[src/rtl/button_event_decoder.sv]
// Classifies debounced button gestures into short press, double click, long press and
// auto-repeat strobes, timing everything in 1 kHz ticks so the clk frequency does not matter.
module button_event_decoder #(
   parameter int   LONG_MS     = 800,
   parameter int   DOUBLE_MS   = 300,
   parameter int   REPEAT_MS   = 200,
   parameter logic PRESS_LEVEL = 1'b1,
   parameter int   CNT_W       = 12
) (
   input  logic       clk,
   input  logic       reset,
   input  logic       ButtonIn,
   input  logic       pulse1kHz,
   output logic       ShortPress,
   output logic       DoubleClick,
   output logic       LongPress,
   output logic       Repeat,
   output logic [2:0] State
);

   typedef enum logic [2:0] {
      IDLE     = 3'd0,
      PRESS1   = 3'd1,
      WAIT2    = 3'd2,
      HOLD     = 3'd3,
      WAIT_REL = 3'd4
   } state_t;

   localparam logic [CNT_W-1:0] LONG_LAST   = CNT_W'(LONG_MS - 1);
   localparam logic [CNT_W-1:0] DOUBLE_LAST = CNT_W'(DOUBLE_MS - 1);
   localparam logic [CNT_W-1:0] REPEAT_LAST = CNT_W'(REPEAT_MS - 1);
   localparam logic [CNT_W-1:0] CNT_ONE     = CNT_W'(1);

   state_t           state_q, state_d;
   logic [CNT_W-1:0] cnt_q, cnt_d;
   logic             btn_q, btn_d;
   logic             short_q, short_d;
   logic             double_q, double_d;
   logic             long_q, long_d;
   logic             repeat_q, repeat_d;

   logic pressed;
   logic press_edge;
   logic release_edge;
   logic tick;

   always_comb begin
      pressed      = (ButtonIn == PRESS_LEVEL);
      btn_d        = pressed;
      press_edge   = pressed & ~btn_q;
      release_edge = ~pressed & btn_q;
      tick         = pulse1kHz;

      state_d  = state_q;
      cnt_d    = cnt_q;
      short_d  = 1'b0;
      double_d = 1'b0;
      long_d   = 1'b0;
      repeat_d = 1'b0;

      // Edges always win over a tick arriving in the same cycle; the limit compare
      // happens before the increment, so cnt never reaches the limit itself.
      case (state_q)
         IDLE: begin
            if (press_edge) begin
               state_d = PRESS1;
               cnt_d   = '0;
            end
         end
         PRESS1: begin
            if (release_edge) begin
               state_d = WAIT2;
               cnt_d   = '0;
            end else if (tick) begin
               if (cnt_q == LONG_LAST) begin
                  long_d  = 1'b1;
                  state_d = HOLD;
                  cnt_d   = '0;
               end else begin
                  cnt_d = cnt_q + CNT_ONE;
               end
            end
         end
         HOLD: begin
            if (release_edge) begin
               state_d = IDLE;
               cnt_d   = '0;
            end else if (tick) begin
               if (cnt_q == REPEAT_LAST) begin
                  repeat_d = 1'b1;
                  cnt_d    = '0;
               end else begin
                  cnt_d = cnt_q + CNT_ONE;
               end
            end
         end
         WAIT2: begin
            if (press_edge) begin
               double_d = 1'b1;
               state_d  = WAIT_REL;
               cnt_d    = '0;
            end else if (tick) begin
               if (cnt_q == DOUBLE_LAST) begin
                  short_d = 1'b1;
                  state_d = IDLE;
                  cnt_d   = '0;
               end else begin
                  cnt_d = cnt_q + CNT_ONE;
               end
            end
         end
         WAIT_REL: begin
            if (release_edge) begin
               state_d = IDLE;
               cnt_d   = '0;
            end
         end
         default: begin
            state_d = IDLE;
            cnt_d   = '0;
         end
      endcase
   end

   // btn_q resets to released so a button held through reset is seen as a fresh press.
   always_ff @(posedge clk or posedge reset) begin
      if (reset) begin
         state_q  <= IDLE;
         cnt_q    <= '0;
         btn_q    <= 1'b0;
         short_q  <= 1'b0;
         double_q <= 1'b0;
         long_q   <= 1'b0;
         repeat_q <= 1'b0;
      end else begin
         state_q  <= state_d;
         cnt_q    <= cnt_d;
         btn_q    <= btn_d;
         short_q  <= short_d;
         double_q <= double_d;
         long_q   <= long_d;
         repeat_q <= repeat_d;
      end
   end

   assign ShortPress  = short_q;
   assign DoubleClick = double_q;
   assign LongPress   = long_q;
   assign Repeat      = repeat_q;
   assign State       = state_q;

endmodule
[config.mk]
export PLATFORM = sky130hd
export DESIGN_NAME = button_event_decoder
export DESIGN_NICKNAME = d
export VERILOG_FILES = /design/src/rtl/button_event_decoder.sv
export SDC_FILE = /design/constraint.sdc
export NUM_CORES = 1
export LEC_CHECK = 0
export BUFFER_PORTS_ARGS = -buffer_cell sky130_fd_sc_hd__buf_4
export CORE_MARGIN = 5
export CORE_UTILIZATION = 62
export CTS_CLUSTER_SIZE = 24
export DETAILED_ROUTE_END_ITERATION = 10
export GPL_ROUTABILITY_DRIVEN = 0
export HOLD_SLACK_MARGIN = 0.02
export PLACE_DENSITY = 0.83
export SYNTH_ARGS = -nofsm -noshare
export SYNTH_HDL_FRONTEND = slang
export SYNTH_SLANG_ARGS = --single-unit
[constraint.sdc]
create_clock -name clk -period 2.99 [get_ports clk]
set_input_delay 0.1495 -clock clk [delete_from_list [all_inputs] [get_ports clk]]
set_output_delay 0.1495 -clock clk [all_outputs]
set_load 0.02 [all_outputs]
* After elaboration in Yosys (flattened, before gate mapping)
Index checks and enable logic that the tools add are counted.
** Cells by class
- Mux-type cells :: 35
- Reductions and logical operators :: 4
- Bitwise operators :: 4
- Magnitude comparators :: 0
- Div/mod/pow operators :: 0
- $mul :: 0
- Shift-type cells :: 0
- Add/sub/neg operators :: 1
- Equal/unequal tests :: 15
** Operators with widths (number)
- $mux 12 :: 11
- $pmux 12 s5 :: 1
- $mux 3 :: 8
- $ne 3x3->1 const B :: 5
- $mux 1 :: 14
- $add 12x1->12 const B :: 1
- $eq 12x10->1 const B :: 1
- $eq 12x8->1 const B :: 1
- $eq 12x9->1 const B :: 1
- $pmux 3 s4 :: 1
- $eq 3x2->1 const B :: 2
- $reduce_and 6->1 :: 1
- $reduce_and 5->1 :: 1
- $ne 2x2->1 const B :: 2
- $eq 3x1->1 const B :: 1
- $eq 3x3->1 const B :: 1
- $logic_not 3->1 :: 1
- $and 1x1->1 :: 2
- $ne 2x1->1 const B :: 1
- $not 1->1 :: 2
- $reduce_or 2->1 :: 1
** Storage, ports and cells
- RAM bits :: 0
- Memories :: 0
- Output and inout bits :: 7
- Bits in latches :: 0
- Word-level logic and storage cells :: 66
- Register bits after elaboration :: 20
- ROM bits :: 0

* Logic depth before layout (Yosys ltp)
Gate-level depths: netlist (run 1).
- Depth after elaboration :: 5
- Depth in mapped cells :: 7
- Gate-level depth less buffers :: 6

* Worst setup path after synthesis (run 1)
No wires, ideal clock.
- Kind :: register to register
- Start :: register cnt_q[4]
- End :: register cnt_q[2]
- Required time :: 2.855 ns
- Path buffers :: 0
- Setup time :: 0.135 ns
- Setup slack :: 0.933 ns
- Arrival time :: 1.922 ns
- Cell stages (with the launch flop) :: 6
- Clock period less this slack :: 2.057 ns
- Cell sequence :: dfrtp_1 or4_4 or4_4 o211a_4 nor3_4 o22ai_1
** Between the ends
- Longest elaborated chain between the ends :: 5
- Elaborated cells on any way between the ends :: 13
- Classes of those cells :: 3 x eq/ne; 10 x mux
** Ends and longest elaborated chain
- from (decl) :: RTL line 35 : logic [CNT_W-1:0] cnt_q, cnt_d;
- from (signal assigned) :: RTL line 137 : cnt_q <= cnt_d;
- $eq 12x9->1 (tied with other cells) :: RTL line 103 : if (cnt_q == DOUBLE_LAST) begin
- $mux 12, on equally long branches :: RTL line 103, 75, 89
- $mux 12, on equally long branches :: RTL line 102, 74, 88
- $mux 12, on equally long branches :: RTL line 98, 71, 85
- $pmux 12 s5 (*) :: RTL line 63 : case (state_q)
Mark *: on every way between the ends. The rest lies on a longest branch, timed or not. The select of a mux whose other input is x is not followed.
A chain may end at the register's enable or synchronous reset.

* Worst setup path after layout (run 1)
Same ends and word-level chain as after synthesis.

==> impl_metrics.env, run 1 <==
export IMPL_status="finished, final reports clean"
export IMPL_grt_pass1_vias=994
export IMPL_ys_warn_count=0
export IMPL_start_util=0.670
export IMPL_fin_crit_ns=2.23
export IMPL_num_antenna_cells=0
export IMPL_comb_power_share=0.424
export IMPL_cts_clk_slew_worst_paths_ns=0.11
export IMPL_grt_setup_unrepaired="false"
export IMPL_synth_fp_nets=139
export IMPL_clock_power_share=0.164
export IMPL_synth_top_cell_area_share=0.423
export IMPL_setup_viol=0
export IMPL_cts_buffers=3
export IMPL_synth_area_leaders="dfrtp_1 (42%), nand2_1 (6.0%), nor2_1 (3.2%), nor4_1 (3.2%), o22ai_1 (2.6%)"
export IMPL_tns_ns=0
export IMPL_relSlewSlack=0.528
export IMPL_nFillCells=148
export IMPL_fin_nets=151
export IMPL_ys_flop_type="dfrtp_1"
export IMPL_crit_family="simple AND/OR/NAND/NOR gates"
export IMPL_overflow=0
export IMPL_num_io_pins=11
export IMPL_end_kind="flip-flop"
export IMPL_ant_nets=0
export IMPL_cts_root_buf="clkbuf_4"
export IMPL_clock_path_buffers=2
export IMPL_p_seq_frac=0.412
export IMPL_crit_buf_inv=0
export IMPL_avgSynthCellArea_um2=8.82
export IMPL_synthDistinctLibCells=39
export IMPL_drv_cap=0
export IMPL_min_path_type="in -> reg"
export IMPL_synthTopCellsByCount="dfrtp_1 (20), nand2_1 (19), nor2_1 (10)"
export IMPL_leakage_nw=0.549
export IMPL_cts_tree="built"
export IMPL_syn2layout_area_growth_pct=12.2
export IMPL_swShare=0.432
export IMPL_crit_top_cell="or4_4"
export IMPL_path_class="reg -> reg"
export IMPL_vias=1102
export IMPL_routed_wl_um=2620
export IMPL_tightest_slew_ns=0.707
export IMPL_grt_use_total=0.215
export IMPL_syn_inst=134
export IMPL_num_rows=15
export IMPL_p_per_area_nw_per_um2=700
export IMPL_slowest_delay_ns=0.55
export IMPL_placed_cell_area_um2=1270
export IMPL_clkLatencyLatePin_ns=0.29
export IMPL_die_y_um=53.7
export IMPL_crit_chain="or4_4, or4_4, o211a_4, nor3_4, o22ai_1"
export IMPL_viasPerCell=6.48
export IMPL_intPower_w=0.000527
export IMPL_floorplan_die_width_um=53.7
export IMPL_crit_fanout=7
export IMPL_cpMaxStageDelayCell="or4_4"
export IMPL_timing_hold_ws_ns=0.118
export IMPL_grt_pass1_wl_um=4540
export IMPL_stdcell_area_um2=1330
export IMPL_grt_max_degree=21
export IMPL_antenna_found_initial=0
export IMPL_yosysMostFrequentCell="dfrtp_1"
export IMPL_synth_async_reset_ratio=1.00
export IMPL_place_ws_ns=0.789
export IMPL_fmax_ghz=0.448
export IMPL_die_area_um2=2880
export IMPL_synth_edf_count=0
export IMPL_cts_resized=0
export IMPL_finClkSkew_ns=0.00207
export IMPL_crit_path_start_kind="flip-flop"
export IMPL_core_area_um2=1760
export IMPL_critPathRequiredTime_ns=3.16
export IMPL_seq_area_frac_synth=0.423
export IMPL_htree_num_levels=1
export IMPL_netSwitchingPower_w=0.000401
export IMPL_port_buffers=10
export IMPL_post_route_period_util=0.747
export IMPL_ys_ff_latch=20
export IMPL_dr_pass1_iters=4
export IMPL_synth_area_um2=1180
export IMPL_drc=0
export IMPL_final_hold_violation_count=0
export IMPL_power_w=0.000928
export IMPL_drive_above_1_share=0.131
export IMPL_wl_per_cell_um=15.4
export IMPL_synth_top_area_cell="dfrtp_1"
export IMPL_drt_iter0_drc=56
export IMPL_report_final_slew_viol_count=0
export IMPL_numClockSinks=20
export IMPL_hpwlAfterDp_um=1890
export IMPL_ir_worst_vdd_mv=0.505
export IMPL_arrival_ns=2.41
export IMPL_worst_slack_ns=0.757
## cell usage in the layout, fill, tap and decap left out, drive strengths merged, types with 2 or more instances in the layout
| cell | synthesis | layout |
|---|---|---|
| clkbuf | 5 | 4 |
| o21a | 2 | 2 |
| dlygate4sd3 | 0 | 2 |
| xor2 | 2 | 2 |
| a22oi | 2 | 2 |
| inv | 3 | 3 |
| nand3 | 3 | 3 |
| nor3b | 2 | 2 |
| dfrtp | 20 | 20 |
| and4 | 2 | 2 |
| nor2 | 10 | 10 |
| o211ai | 3 | 3 |
| nand2 | 19 | 19 |
| o21ai | 10 | 10 |
| o211a | 2 | 2 |
| and3 | 2 | 2 |
| nor3 | 6 | 6 |
| o22ai | 5 | 5 |
| a31oi | 2 | 2 |
| nand4 | 3 | 3 |
| or4 | 2 | 2 |
| buf | 0 | 10 |
| nor4 | 6 | 6 |
| nor2b | 3 | 3 |
| nand2b | 4 | 4 |
| a21oi | 4 | 4 |
## layer usage
layer | wire length, um | track usage | vias to the layer above
li1 | - | - | 522
met1 | 1180 | 0.305 | 522
met2 | 1210 | 0.337 | 52
met3 | 196 | 0.0277 | 6
met4 | 35 | 0.0681 | 0
met5 | 0 | 0 | -
## power by group through the flow
stage                     clock network [W]  logic [W]  registers [W]
after detailed placement                  0   0.000384       0.000386
after global routing               0.000172   0.000435       0.000393
after CTS                          0.000158   0.000388       0.000381
after floorplan                           0   0.000306       0.000364
final                              0.000153   0.000394       0.000382
after global placement                    0   0.000374       0.000383
## area by class of cell
cell class,count,area (um^2),area share
multi-input cells,106,652,0.492
well taps,25,31.3,0.0236
clock buffers,4,36.3,0.0274
repair buffers,12,95.1,0.0717
inverters,3,11.3,0.00849
flip-flops and latches,20,500,0.377
## registers in the layout (all words and copies together), names as in the netlist
| signal | cells |
|---|---|
| State | 3 |
| LongPress | 1 |
| btn_q | 1 |
| Repeat | 1 |
| cnt_q | 12 |
| DoubleClick | 1 |
| ShortPress | 1 |
## repair_timing
action / in CTS / in global routing
hold buffers: 2 / 0
endpoints found under the hold margin: 21 / 0
setup buffers: 0 / 0
## through the flow
stage          utilization  instances
3_5_place_dp         0.720        164
3_3_place_gp         0.720        164
2_1_floorplan            -        134
6_report             0.752        170
4_1_cts              0.752        170
5_1_grt              0.752        170
## path summary, 6_finish.rpt
| kind | start | endpoint | slack (ns) | depth (start not counted) |
|---|---|---|---|---|
| min in group asynchronous | reset | cnt_q[0]$_DFFE_PP0P_ | 0.52 | 3 |
| worst min register to register | cnt_q[1]$_DFFE_PP0P_ | cnt_q[1]$_DFFE_PP0P_ | 0.54 | 2 |
| worst min-delay path | pulse1kHz | LongPress$_DFF_PP0_ | 0.12 | 3 |
| max in group asynchronous | reset | State[2]$_DFFE_PP0P_ | 2.02 | 3 |
| worst max-delay path | cnt_q[4]$_DFFE_PP0P_ | cnt_q[2]$_DFFE_PP0P_ | 0.76 | 5 |
| worst max register to register | cnt_q[4]$_DFFE_PP0P_ | cnt_q[2]$_DFFE_PP0P_ | 0.76 | 5 |
## worst register-to-register path, cell delays in order (launching register included)
cell,delay [ns]
dfrtp_1,0.45
or4_4,0.56
or4_4,0.54
o211a_4,0.19
nor3_4,0.25
o22ai_1,0.14
## logic make-up after synthesis
kind of cell,count (synthesis),share of synthesized area
simple gates,68,0.324
fa+ha+maj,1,0.0106
buf+inv,8,0.0254
xor+xnor,3,0.0222
mux,1,0.00952
compound gates,33,0.185
flops,20,0.423
Note: power is estimated with default switching activity, not from simulation.
==> inputs of run 2 (changes only) <==
--- a/config.mk
+++ b/config.mk
@@ -7,12 +7,12 @@
 export LEC_CHECK = 0
 export BUFFER_PORTS_ARGS = -buffer_cell sky130_fd_sc_hd__buf_4
 export CORE_MARGIN = 5
-export CORE_UTILIZATION = 62
+export CORE_UTILIZATION = 57
 export CTS_CLUSTER_SIZE = 24
 export DETAILED_ROUTE_END_ITERATION = 10
 export GPL_ROUTABILITY_DRIVEN = 0
 export HOLD_SLACK_MARGIN = 0.02
-export PLACE_DENSITY = 0.83
+export PLACE_DENSITY = 0.77
 export SYNTH_ARGS = -nofsm -noshare
 export SYNTH_HDL_FRONTEND = slang
 export SYNTH_SLANG_ARGS = --single-unit
==> constraint.sdc (replaced) <==
create_clock -name clk -period 2.1 [get_ports clk]
set_input_delay 0.105 -clock clk [delete_from_list [all_inputs] [get_ports clk]]
set_output_delay 0.105 -clock clk [all_outputs]
set_load 0.02 [all_outputs]
==> impl_metrics.env, run 2 (synthesized netlist as in run 1, its figures left out) <==
export IMPL_drc=0
export IMPL_min_path_type="in -> reg"
export IMPL_clock_path_buffers=2
export IMPL_critPathRequiredTime_ns=2.28
export IMPL_crit_chain="or4_4, or4_4, o211a_4, nor3_4, o22ai_1"
export IMPL_violations="negative setup slack"
export IMPL_fin_nets=164
export IMPL_clkLatencyLatePin_ns=0.30
export IMPL_cpMaxStageDelayCell="or4_4"
export IMPL_place_inst=179
export IMPL_final_cell_mix="buf_4 (23), dfrtp_1 (20), nand2_1 (19), nor2_1 (10)"
export IMPL_slowest_delay_ns=0.54
export IMPL_tns_ns=-0.0592
export IMPL_mostFrequentLayoutCell="buf_4"
export IMPL_final_cells=184
export IMPL_fmax_ghz=0.468
export IMPL_largest_register_ffs=12
export IMPL_num_antenna_cells=0
export IMPL_path_class="reg -> reg"
export IMPL_largest_register="cnt_q"
export IMPL_antenna_found_initial=0
export IMPL_num_rows=16
export IMPL_post_route_util=0.720
export IMPL_leakage_nw=0.608
export IMPL_tightest_slew_ns=0.737
export IMPL_grt_setup_unrepaired="true"
export IMPL_ir_worst_vdd_mv=0.645
export IMPL_core_area_um2=1960
export IMPL_port_buffers=10
export IMPL_cts_root_buf="clkbuf_4"
export IMPL_syn2layout_area_growth_pct=19.5
export IMPL_stdcell_area_um2=1410
export IMPL_cts_setup_buffers=0
export IMPL_crit_fanout=7
export IMPL_ant_nets=0
export IMPL_die_area_um2=3090
export IMPL_worst_slack_ns=-0.0351
export IMPL_drt_iter0_drc=53
export IMPL_relSlewSlack=0.508
export IMPL_wl_per_cell_um=15.2
export IMPL_cts_buffers=3
export IMPL_end_kind="flip-flop"
export IMPL_start_util=0.603
export IMPL_crit_family="simple AND/OR/NAND/NOR gates"
export IMPL_crit_buf_inv=0
export IMPL_routed_wl_um=2790
export IMPL_numClockSinks=20
export IMPL_vias=1126
export IMPL_p_per_area_nw_per_um2=958
export IMPL_crit_path_start_kind="flip-flop"
export IMPL_dr_pass1_iters=4
export IMPL_arrival_ns=2.31
export IMPL_die_y_um=55.5
export IMPL_final_hold_violation_count=0
export IMPL_grt_max_degree=21
export IMPL_hpwlAfterDp_um=2100
export IMPL_num_io_pins=11
export IMPL_viasPerCell=6.12
export IMPL_finClkSkew_ns=0.00525
export IMPL_cts_tree="built"
export IMPL_setup_viol=3
export IMPL_status="complete, but fails checks"
export IMPL_drv_cap=0
export IMPL_cts_clk_slew_worst_paths_ns=0.11
export IMPL_grt_use_total=0.196
export IMPL_floorplan_die_width_um=55.5
export IMPL_grt_pass1_vias=1057
export IMPL_placed_cell_area_um2=1370
export IMPL_overflow=0
export IMPL_drive_above_1_share=0.197
export IMPL_crit_top_cell="or4_4"
export IMPL_htree_num_levels=1
export IMPL_report_final_slew_viol_count=0
export IMPL_fin_crit_ns=2.14
export IMPL_grt_pass1_wl_um=4890
export IMPL_post_route_period_util=1.02
-- run 2: cell count changes in the layout (fill, tap and decap cells not counted) --
cell      change
buf_4        +13
clkbuf_8      -1
-- run 2: worst reg2reg max path: cells and delay by family (launching register included) --
family	cells	cell delay, ns
simple gates	3	1.29
flops	1	0.39
compound gates	2	0.32
-- run 2: repair_timing --
item | CTS | global route
hold endpoints to repair | 21 | 0
setup endpoints to repair | 3 | 9
hold buffers | 2 | 0
gates resized for setup | 0 | 0
-- run 2: area by class of cell --
class,count,area (um^2)
clock buffer,3,22.5
fill,149,549
inverter,3,11.3
multi-input combinational,106,652
sequential,20,500
tap,27,33.8
timing repair buffer,25,193
-- run 2: final timing paths --
kind	start	endpoint	slack (ns)	cells after the start
max	cnt_q[4]$_DFFE_PP0P_	cnt_q[2]$_DFFE_PP0P_	-0.04	5
min	pulse1kHz	LongPress$_DFF_PP0_	0.05	3
max reg2reg	cnt_q[4]$_DFFE_PP0P_	cnt_q[2]$_DFFE_PP0P_	-0.04	5
min reg2reg	cnt_q[1]$_DFFE_PP0P_	cnt_q[1]$_DFFE_PP0P_	0.54	2
max in group asynchronous	reset	cnt_q[5]$_DFFE_PP0P_	1.16	3
min in group asynchronous	reset	cnt_q[0]$_DFFE_PP0P_	0.48	3
-- run 2: report_power, final --
part	internal (W)	switching, W
Combinational	0.000266	0.000437
Clock	0.0000670	0.000113
Sequential	0.000435	0.0000350
Total	0.000768	0.000585
-- run 2: through the flow --
step / total power [W] / setup WS (ns) / hold slack (ns)
2_1_floorplan: 0.000954 / 0.0430 / 0.0688
3_3_place_gp: 0.00115 / 0.0325 / 0.266
3_5_place_dp: 0.00117 / -0.00991 / 0.269
4_1_cts: 0.00136 / -0.0306 / 0.0410
5_1_grt: 0.00145 / -0.111 / 0.0820
6_report: 0.00135 / -0.0351 / 0.0547
-- run 2: metal layers --
metal,GRT usage,vias up,part of all wire
met1,0.288,533,0.48
met3,0.0326,6,0.067
met2,0.292,39,0.44
li1,-,548,-
met4,0.0625,0,0.013
met5,0,-,0
==> inputs of run 3 (changes only) <==
--- a/config.mk
+++ b/config.mk
@@ -7,12 +7,12 @@
 export LEC_CHECK = 0
 export BUFFER_PORTS_ARGS = -buffer_cell sky130_fd_sc_hd__buf_4
 export CORE_MARGIN = 5
-export CORE_UTILIZATION = 57
+export CORE_UTILIZATION = 62
 export CTS_CLUSTER_SIZE = 24
 export DETAILED_ROUTE_END_ITERATION = 10
 export GPL_ROUTABILITY_DRIVEN = 0
 export HOLD_SLACK_MARGIN = 0.02
-export PLACE_DENSITY = 0.77
+export PLACE_DENSITY = 0.83
 export SYNTH_ARGS = -nofsm -noshare
 export SYNTH_HDL_FRONTEND = slang
 export SYNTH_SLANG_ARGS = --single-unit
==> constraint.sdc (replaced) <==
create_clock -name clk -period 2.7 [get_ports clk]
set_input_delay 0.135 -clock clk [delete_from_list [all_inputs] [get_ports clk]]
set_output_delay 0.135 -clock clk [all_outputs]
set_load 0.02 [all_outputs]
==> impl_metrics.env, run 3 (synthesized netlist as in run 1, its figures left out) <==
export IMPL_final_hold_violation_count=0
export IMPL_cts_setup_buffers=0
export IMPL_setup_viol=0
export IMPL_htree_num_levels=1
export IMPL_clock_path_buffers=2
export IMPL_hpwlAfterDp_um=1900
export IMPL_drive_above_1_share=0.131
export IMPL_slowest_delay_ns=0.56
export IMPL_dr_pass1_iters=4
export IMPL_p_per_area_nw_per_um2=764
export IMPL_grt_use_total=0.217
export IMPL_overflow=0
export IMPL_comb_power_share=0.455
export IMPL_drv_cap=0
export IMPL_leakage_nw=0.547
export IMPL_grt_pass1_vias=1000
export IMPL_cts_root_buf="clkbuf_4"
export IMPL_largest_register="cnt_q"
export IMPL_cts_buffers=3
export IMPL_drt_iter0_drc=48
export IMPL_clock_power_share=0.140
export IMPL_drc=0
export IMPL_die_area_um2=2880
export IMPL_die_y_um=53.7
export IMPL_vias=1070
export IMPL_antenna_found_initial=0
export IMPL_post_route_util=0.748
export IMPL_status="finished, final reports clean"
export IMPL_post_route_period_util=0.813
export IMPL_mostFrequentLayoutCell="dfrtp_1"
export IMPL_fin_crit_ns=2.20
export IMPL_cts_clk_slew_worst_paths_ns=0.11
export IMPL_crit_fanout=7
export IMPL_crit_path_start_kind="flip-flop"
export IMPL_port_buffers=10
export IMPL_wl_per_cell_um=15.3
export IMPL_end_kind="flip-flop"
export IMPL_core_area_um2=1760
export IMPL_cpMaxStageDelayCell="or4_4"
export IMPL_netSwitchingPower_w=0.000446
export IMPL_finClkSkew_ns=0.00102
export IMPL_p_seq_frac=0.405
export IMPL_report_final_slew_viol_count=0
export IMPL_nFillCells=129
export IMPL_min_path_type="in -> reg"
export IMPL_cts_tree="built"
export IMPL_clkLatencyLatePin_ns=0.30
export IMPL_swShare=0.442
export IMPL_path_class="reg -> reg"
export IMPL_num_io_pins=11
export IMPL_final_cell_mix="dfrtp_1 (20), nand2_1 (19), buf_4 (11), nor2_1 (10)"
export IMPL_grt_pass1_wl_um=4550
export IMPL_num_antenna_cells=0
export IMPL_critPathRequiredTime_ns=2.88
export IMPL_tns_ns=0
export IMPL_grt_setup_unrepaired="false"
export IMPL_ant_nets=0
export IMPL_tightest_slew_ns=0.745
export IMPL_ir_worst_vdd_mv=0.550
export IMPL_floorplan_die_width_um=53.7
export IMPL_num_rows=15
export IMPL_intPower_w=0.000563
export IMPL_viasPerCell=6.29
export IMPL_syn2layout_area_growth_pct=11.6
export IMPL_arrival_ns=2.38
export IMPL_crit_top_cell="or4_4"
export IMPL_start_util=0.670
export IMPL_fmax_ghz=0.455
export IMPL_grt_max_degree=21
export IMPL_relSlewSlack=0.503
export IMPL_largest_register_ffs=12
export IMPL_numClockSinks=20
export IMPL_crit_chain="or4_4, or4_4, o211a_4, nor3_4, o22ai_1"
export IMPL_fin_nets=152
export IMPL_routed_wl_um=2590
==> run 3: metal layers <==
metal | vias up | track usage | share of wire
met5 | - | 0 | 0
met4 | 0 | 0.0936 | 0.013
met3 | 4 | 0.0471 | 0.062
met2 | 46 | 0.333 | 0.46
met1 | 495 | 0.294 | 0.46
li1 | 525 | - | -
==> run 3: power by group through the flow <==
stage / combinational, W / clock, W / sequential, W
detailed placement: 0.000455 / 0 / 0.000414
global route: 0.000508 / 0.000157 / 0.000417
global placement: 0.000443 / 0 / 0.000409
CTS: 0.000457 / 0.000146 / 0.000406
finish: 0.000459 / 0.000142 / 0.000408
floorplan: 0.000339 / 0 / 0.000403
==> run 3: final timing paths <==
kind                                           start                   end  slack, ns  depth (start not counted)
worst max-delay path            cnt_q[4]$_DFFE_PP0P_  cnt_q[2]$_DFFE_PP0P_       0.50                          5
worst min-delay path                       pulse1kHz   LongPress$_DFF_PP0_       0.11                          3
worst max register to register  cnt_q[4]$_DFFE_PP0P_  cnt_q[2]$_DFFE_PP0P_       0.50                          5
worst min register to register  cnt_q[1]$_DFFE_PP0P_  cnt_q[1]$_DFFE_PP0P_       0.54                          2
max in group asynchronous                      reset  cnt_q[9]$_DFFE_PP0P_       1.73                          3
min in group asynchronous                      reset  State[0]$_DFFE_PP0P_       0.51                          3
==> run 3: cell type report <==
class                   count  area (um^2)  share of cell area
clock buffers               3         22.5              0.0171
inverters                   3         11.3             0.00853
multi-input cells         106          652               0.494
flip-flops and latches     20          500               0.379
well taps                  25         31.3              0.0237
repair buffers             13          103              0.0777
==> run 3: what timing repair did <==
action | CTS | global route
hold buffers | 2 | 0
gates resized for setup | 0 | 0
endpoints found under the hold margin | 21 | 0
==> run 3: metrics by stage <==
stage	cells	setup WS (ns)	instance area [um^2]	hold slack, ns	power (W)
after floorplan	134	0.643	1180	0.0988	0.000742
after global placement	165	0.556	1280	0.298	0.000852
after detailed placement	165	0.515	1280	0.299	0.000868
after CTS	170	0.502	1320	0.0880	0.00101
after global routing	170	0.411	1320	0.111	0.00108
final	170	0.504	1320	0.107	0.00101
==> run 3: critical path: cells and delay by family, from the launching register on <==
kind	cells	cell delay [ns]
and+or+nand+nor	3	1.32
DFF	1	0.45
AOI/OAI and AO/OA	2	0.31
